File: src/rtl/uart_rx_full.sv
// uart_rx_full: 16x-oversampled UART receiver assembling DBIT/SIZ frames into one word, LSB byte first
module uart_rx_full #(
  parameter int DBIT    = 16,
  parameter int SIZ     = 8,
  parameter int SB_TICK = 16,
  parameter int DIV     = 163
) (
  input  logic            i_clock,
  input  logic            i_reset,
  input  logic            rx,
  output logic [DBIT-1:0] o_Data,
  output logic            rx_done,
  output logic            frame_err
);
  localparam int KW = DBIT / SIZ;
  localparam int KB = KW > 1 ? $clog2(KW) : 1;
  localparam int NB = SIZ > 1 ? $clog2(SIZ) : 1;
  localparam int TB = $clog2(SB_TICK > 16 ? SB_TICK : 16);
  localparam int CB = DIV > 1 ? $clog2(DIV) : 1;
  typedef enum logic [1:0] {IDLE, START, DATA, STOP} state_t;
  state_t          r_state, w_next;
  logic [1:0]      r_sync;
  logic [CB-1:0]   r_div;
  logic [TB-1:0]   r_t;
  logic [NB-1:0]   r_n;
  logic [KB-1:0]   r_k;
  logic [SIZ-1:0]  r_sh;
  logic [DBIT-1:0] r_buf, w_word;
  logic            w_rx, w_tick, w_end, w_shift, w_good, w_bad, w_full;
  assign w_rx   = r_sync[1];
  assign w_tick = r_div == CB'(DIV - 1);
  // last oversample tick of the current phase: mid start bit, mid data bit, stop sample
  assign w_end  = w_tick && (r_state == START ? r_t == TB'(7) :
                             r_state == DATA  ? r_t == TB'(15) :
                             r_state == STOP && r_t == TB'(SB_TICK - 1));
  always_ff @(posedge i_clock)
    r_state <= i_reset ? IDLE : w_next;
  always_comb begin
    w_next = r_state;
    case (r_state)
      IDLE:    w_next = w_rx ? IDLE : START;
      START:   if (w_end) w_next = w_rx ? IDLE : DATA;
      DATA:    if (w_end && r_n == NB'(SIZ - 1)) w_next = STOP;
      STOP:    if (w_end) w_next = IDLE;
      default: w_next = IDLE;
    endcase
  end
  always_comb begin
    w_shift = r_state == DATA && w_end;
    w_good  = r_state == STOP && w_end && w_rx;
    w_bad   = r_state == STOP && w_end && !w_rx;
    w_full  = w_good && r_k == KB'(KW - 1);
    w_word  = r_buf;
    for (int i = 0; i < KW; i++)
      if (r_k == KB'(i)) w_word[i*SIZ +: SIZ] = r_sh;
  end
  always_ff @(posedge i_clock) begin
    if (i_reset) begin
      r_sync    <= 2'b11;
      r_div     <= '0;
      r_t       <= '0;
      r_n       <= '0;
      r_k       <= '0;
      r_sh      <= '0;
      r_buf     <= '0;
      o_Data    <= '0;
      rx_done   <= 1'b0;
      frame_err <= 1'b0;
    end else begin
      r_sync    <= {r_sync[0], rx};
      r_div     <= w_tick ? '0 : r_div + 1'b1;
      r_t       <= r_state == IDLE || w_end ? '0 : w_tick ? r_t + 1'b1 : r_t;
      r_n       <= r_state == START ? '0 : w_shift ? r_n + 1'b1 : r_n;
      if (w_shift) r_sh <= {w_rx, r_sh[SIZ-1:1]};
      r_k       <= w_bad || w_full ? '0 : w_good ? r_k + 1'b1 : r_k;
      if (w_good) r_buf <= w_word;
      if (w_full) o_Data <= w_word;
      rx_done   <= w_full;
      frame_err <= w_bad;
    end
  end
endmodule

File: config.mk
export PLATFORM = sky130hd
export DESIGN_NAME = uart_rx_full
export DESIGN_NICKNAME = d
export VERILOG_FILES = /design/src/rtl/uart_rx_full.sv
export SDC_FILE = /design/constraint.sdc
export NUM_CORES = 1
export LEC_CHECK = 0
export ABC_CLOCK_PERIOD_IN_PS = 2000
export BUFFER_PORTS_ARGS = -buffer_cell sky130_fd_sc_hd__buf_2
export CAP_MARGIN = 20
export CORE_UTILIZATION = 56
export CTS_CLUSTER_DIAMETER = 100
export CTS_CLUSTER_SIZE = 20
export DETAILED_ROUTE_END_ITERATION = 7
export GPL_TIMING_DRIVEN = 0
export PLACE_DENSITY_LB_ADDON = 0.15
export SYNTH_ARGS = -nofsm -noshare
export SYNTH_HDL_FRONTEND = slang
export SYNTH_SLANG_ARGS = --single-unit
File: constraint.sdc
create_clock -name i_clock -period 2 [get_ports i_clock]
set_input_delay 0.4 -clock i_clock [delete_from_list [all_inputs] [get_ports i_clock]]
set_output_delay 0.4 -clock i_clock [all_outputs]
set_load 0.03 [all_outputs]
==> results.yml <==
pwr:
  peakVddDrop_uv: 666
  power_density_nw_per_um2: 716
  p_leak_uw: 0.000993
  power_uw: 1730
floorplanning:
  die_height_um: 63.5
  dieArea_um2: 4030
  fp.dieW_um: 63.5
  core.rowCount: 21
  ios: 21
  core_area_um2: 3470
  start_util: 0.610
global_routing:
  grt_overflow: 0
  antenna_found_initial: 0
  grt_pass1_vias: 1509
  grt_first_pass_wirelength_mm: 7.18
  gr-usage-all-layers: 0.233
  grt_max_degree: 17
drt:
  vias: 1621
  drt.antenna.violating_nets: 0
  wirelength_mm: 4.26
  drt-vias-per-instance: 5.83
  dr.pass1.iters: 4
  route.detailed.drc: 0
  wl_per_cell_um: 15.3
  dr.first_iter.drc_count: 158
logic_synthesis:
  synth_top_area_frac: 0.511
  syn_inst: 204
  synth-async-reset-ratio: 0
  synth_top_area_cell: "dfxtp_1"
  synthTopCellsByArea: "dfxtp_1 51%, mux2i_1 7.6%, a22o_1 6.6%"
  yosys_most_used_dff: "dfxtp_1"
  mappedNetlistArea_um2: 2120
  synth.distinct_cells: 40
  yosys_warnings: 0
  synth-edff-count: 0
  syn_nets: 212
  ys_ff_latch: 54
  synth_area_per_cell_um2: 10.4
  seq_area_frac_synth: 0.511
sta:
  period_share: 0.930
  setup_violations: 0
  fin_setup_tns_ns: 0
  maxSlewViolCount: 0
  finalClockSkew_ns: 0.00359
  fin_hold_ws_ns: 0.271
  final.min_clock_period_ns: 1.86
  relSlewSlack: 0.576
  max_freq_ghz: 0.537
  worstMarginPinSlew_ns: 0.635
  finalHoldViolCount: 0
setup_path:
  cpPeakStageDelay_ns: 0.41
  rr_endpoint: "o_Data[2]"
  crit_type: "reg2reg"
  path_cells: "ha_1, nand4bb_2, nor2_2, a41oi_4, buf_2, a22o_1"
  worstPathRequired_ns: 2.20
  path_max_fanout: 6
  crit_path_start_kind: "register"
  reg2reg_depth: 6
  worstReg2RegStart: "r_div[1]"
  critPathBufInv: 1
  reg2reg_slack_ns: 0.14
  path_delay_family: "simple AND/OR/NAND/NOR gates"
  path_depth: 6
  crit_arrival_ns: 2.06
  worst_setup_path_end_kind: "register"
  crit_slowest_cell: "dfxtp_1"
outcome:
  status: "finished clean"
placed_design:
  port_buffers: 20
  place_congestion: 0.880
  dp_hpwl_mm: 3.03
final_layout:
  finish.net_count: 240
  layout_commonest_cell: "dfxtp_1"
  diodes: 0
  syn2layout_area_growth_pct: 13.9
  layout_common_cells: "54 x dfxtp_1, 25 x nor2_1, 24 x buf_2"
  fillers: 277
  utilization: 0.695
  drive_gt1_frac: 0.203
worst_hold_path:
  hp-class: "in2reg"
  whs_endpoint: "r_sync[0]"
  hp-start: "rx"
  min_path_cells: 2
clocking:
  clock_sinks: 54
  numCtsBuffers: 5
  path_clk_slew_ns: 0.09
  htree_levels: 2
  cts_root_buffer: "clkbuf_8"
  clock_latency_ns: 0.31
  ctsLongestPathBuffers: 2
  holdBufCountCts: 0
  cts_tree: "built"
run:
  cap_viol_max_count: 0
==> registers in the layout, indices dropped and copies added (netlist names), named ones only <==
register,count
r_sh,8
r_k,1
r_buf,8
o_Data,16
r_div,8
rx_done,1
r_state,1
r_t,4
r_n,3
r_sync,2
frame_err,1
==> where the power goes <==
group | switching (uW) | leakage [uW] | internal (uW) | total, uW
Sequential | 12.9 | 0.000436 | 1080 | 1100
Combinational | 29.8 | 0.000521 | 19.1 | 48.8
Clock | 343 | 0.0000362 | 239 | 582
Total | 385 | 0.000993 | 1340 | 1730
==> how the worst max path moves through the flow <==
stage,start,to
floorplan,r_div[5],r_sh[2]
global placement,r_div[0],r_buf[6]
detailed placement,r_div[1],r_buf[1]
CTS,r_div[5],r_sh[5]
global route,r_div[1],r_sh[5]
finish,r_div[1],o_Data[2]
==> Yosys cell counts (2+ instances only) <==
cell type,count
nand3b_1,3
nor3b_1,2
ha_1,5
dfxtp_1,54
buf_2,4
nand2_1,5
and2_1,2
nand4_1,5
buf_4,3
mux2i_1,16
and3_1,2
and4b_1,2
o41ai_1,2
nor2_1,26
xor2_1,5
a22o_1,16
xnor2_1,2
inv_1,4
nand3_1,7
a21oi_1,3
a211oi_1,2
or2_2,2
clkbuf_1,7
nor3_1,9
==> cells by family after synthesis <==
group           count (synthesis)  synth area share
fa+ha+maj                       5            0.0296
compound gates                 32             0.125
xor+xnor                        7            0.0290
buf+inv                        19            0.0449
simple gates                   71             0.185
flops                          54             0.511
mux                            16            0.0756
==> layer usage <==
metal  part of all wire  track usage  vias up  wire, um
li1                   -            -      786         -
met1               0.47        0.298      774      2020
met2               0.46        0.358       47      1980
met3              0.035       0.0562       14       151
met4              0.025        0.131        0       106
met5                  0            0        -         0
==> metrics by stage <==
step / instances / instance area [um^2] / worst slack (ns)
4_1_cts: 277 / 2360 / 0.0337
2_1_floorplan: 204 / 2120 / 0.277
6_report: 278 / 2410 / 0.139
3_5_place_dp: 270 / 2270 / -0.0221
3_3_place_gp: 270 / 2270 / 0.0566
5_1_grt: 278 / 2410 / -0.00146
==> final cells by class <==
| cell class | count | area, um^2 | share of cell area |
|---|---|---|---|
| buffer | 14 | 76.3 | 0.0317 |
| clock buffer | 5 | 68.8 | 0.0285 |
| multi-input combinational | 131 | 982 | 0.407 |
| sequential | 54 | 1080 | 0.448 |
| inverter | 4 | 15.0 | 0.00623 |
| timing repair buffer | 22 | 115 | 0.0477 |
| clock inverter | 2 | 15.0 | 0.00623 |
| tap | 46 | 57.6 | 0.0239 |
==> repair_timing <==
action	CTS	global route
resized for setup	1	6
setup buffers	0	2
pin swaps	0	2
endpoints found under the setup margin	8	25
Note: power is estimated with default switching activity, not from simulation.
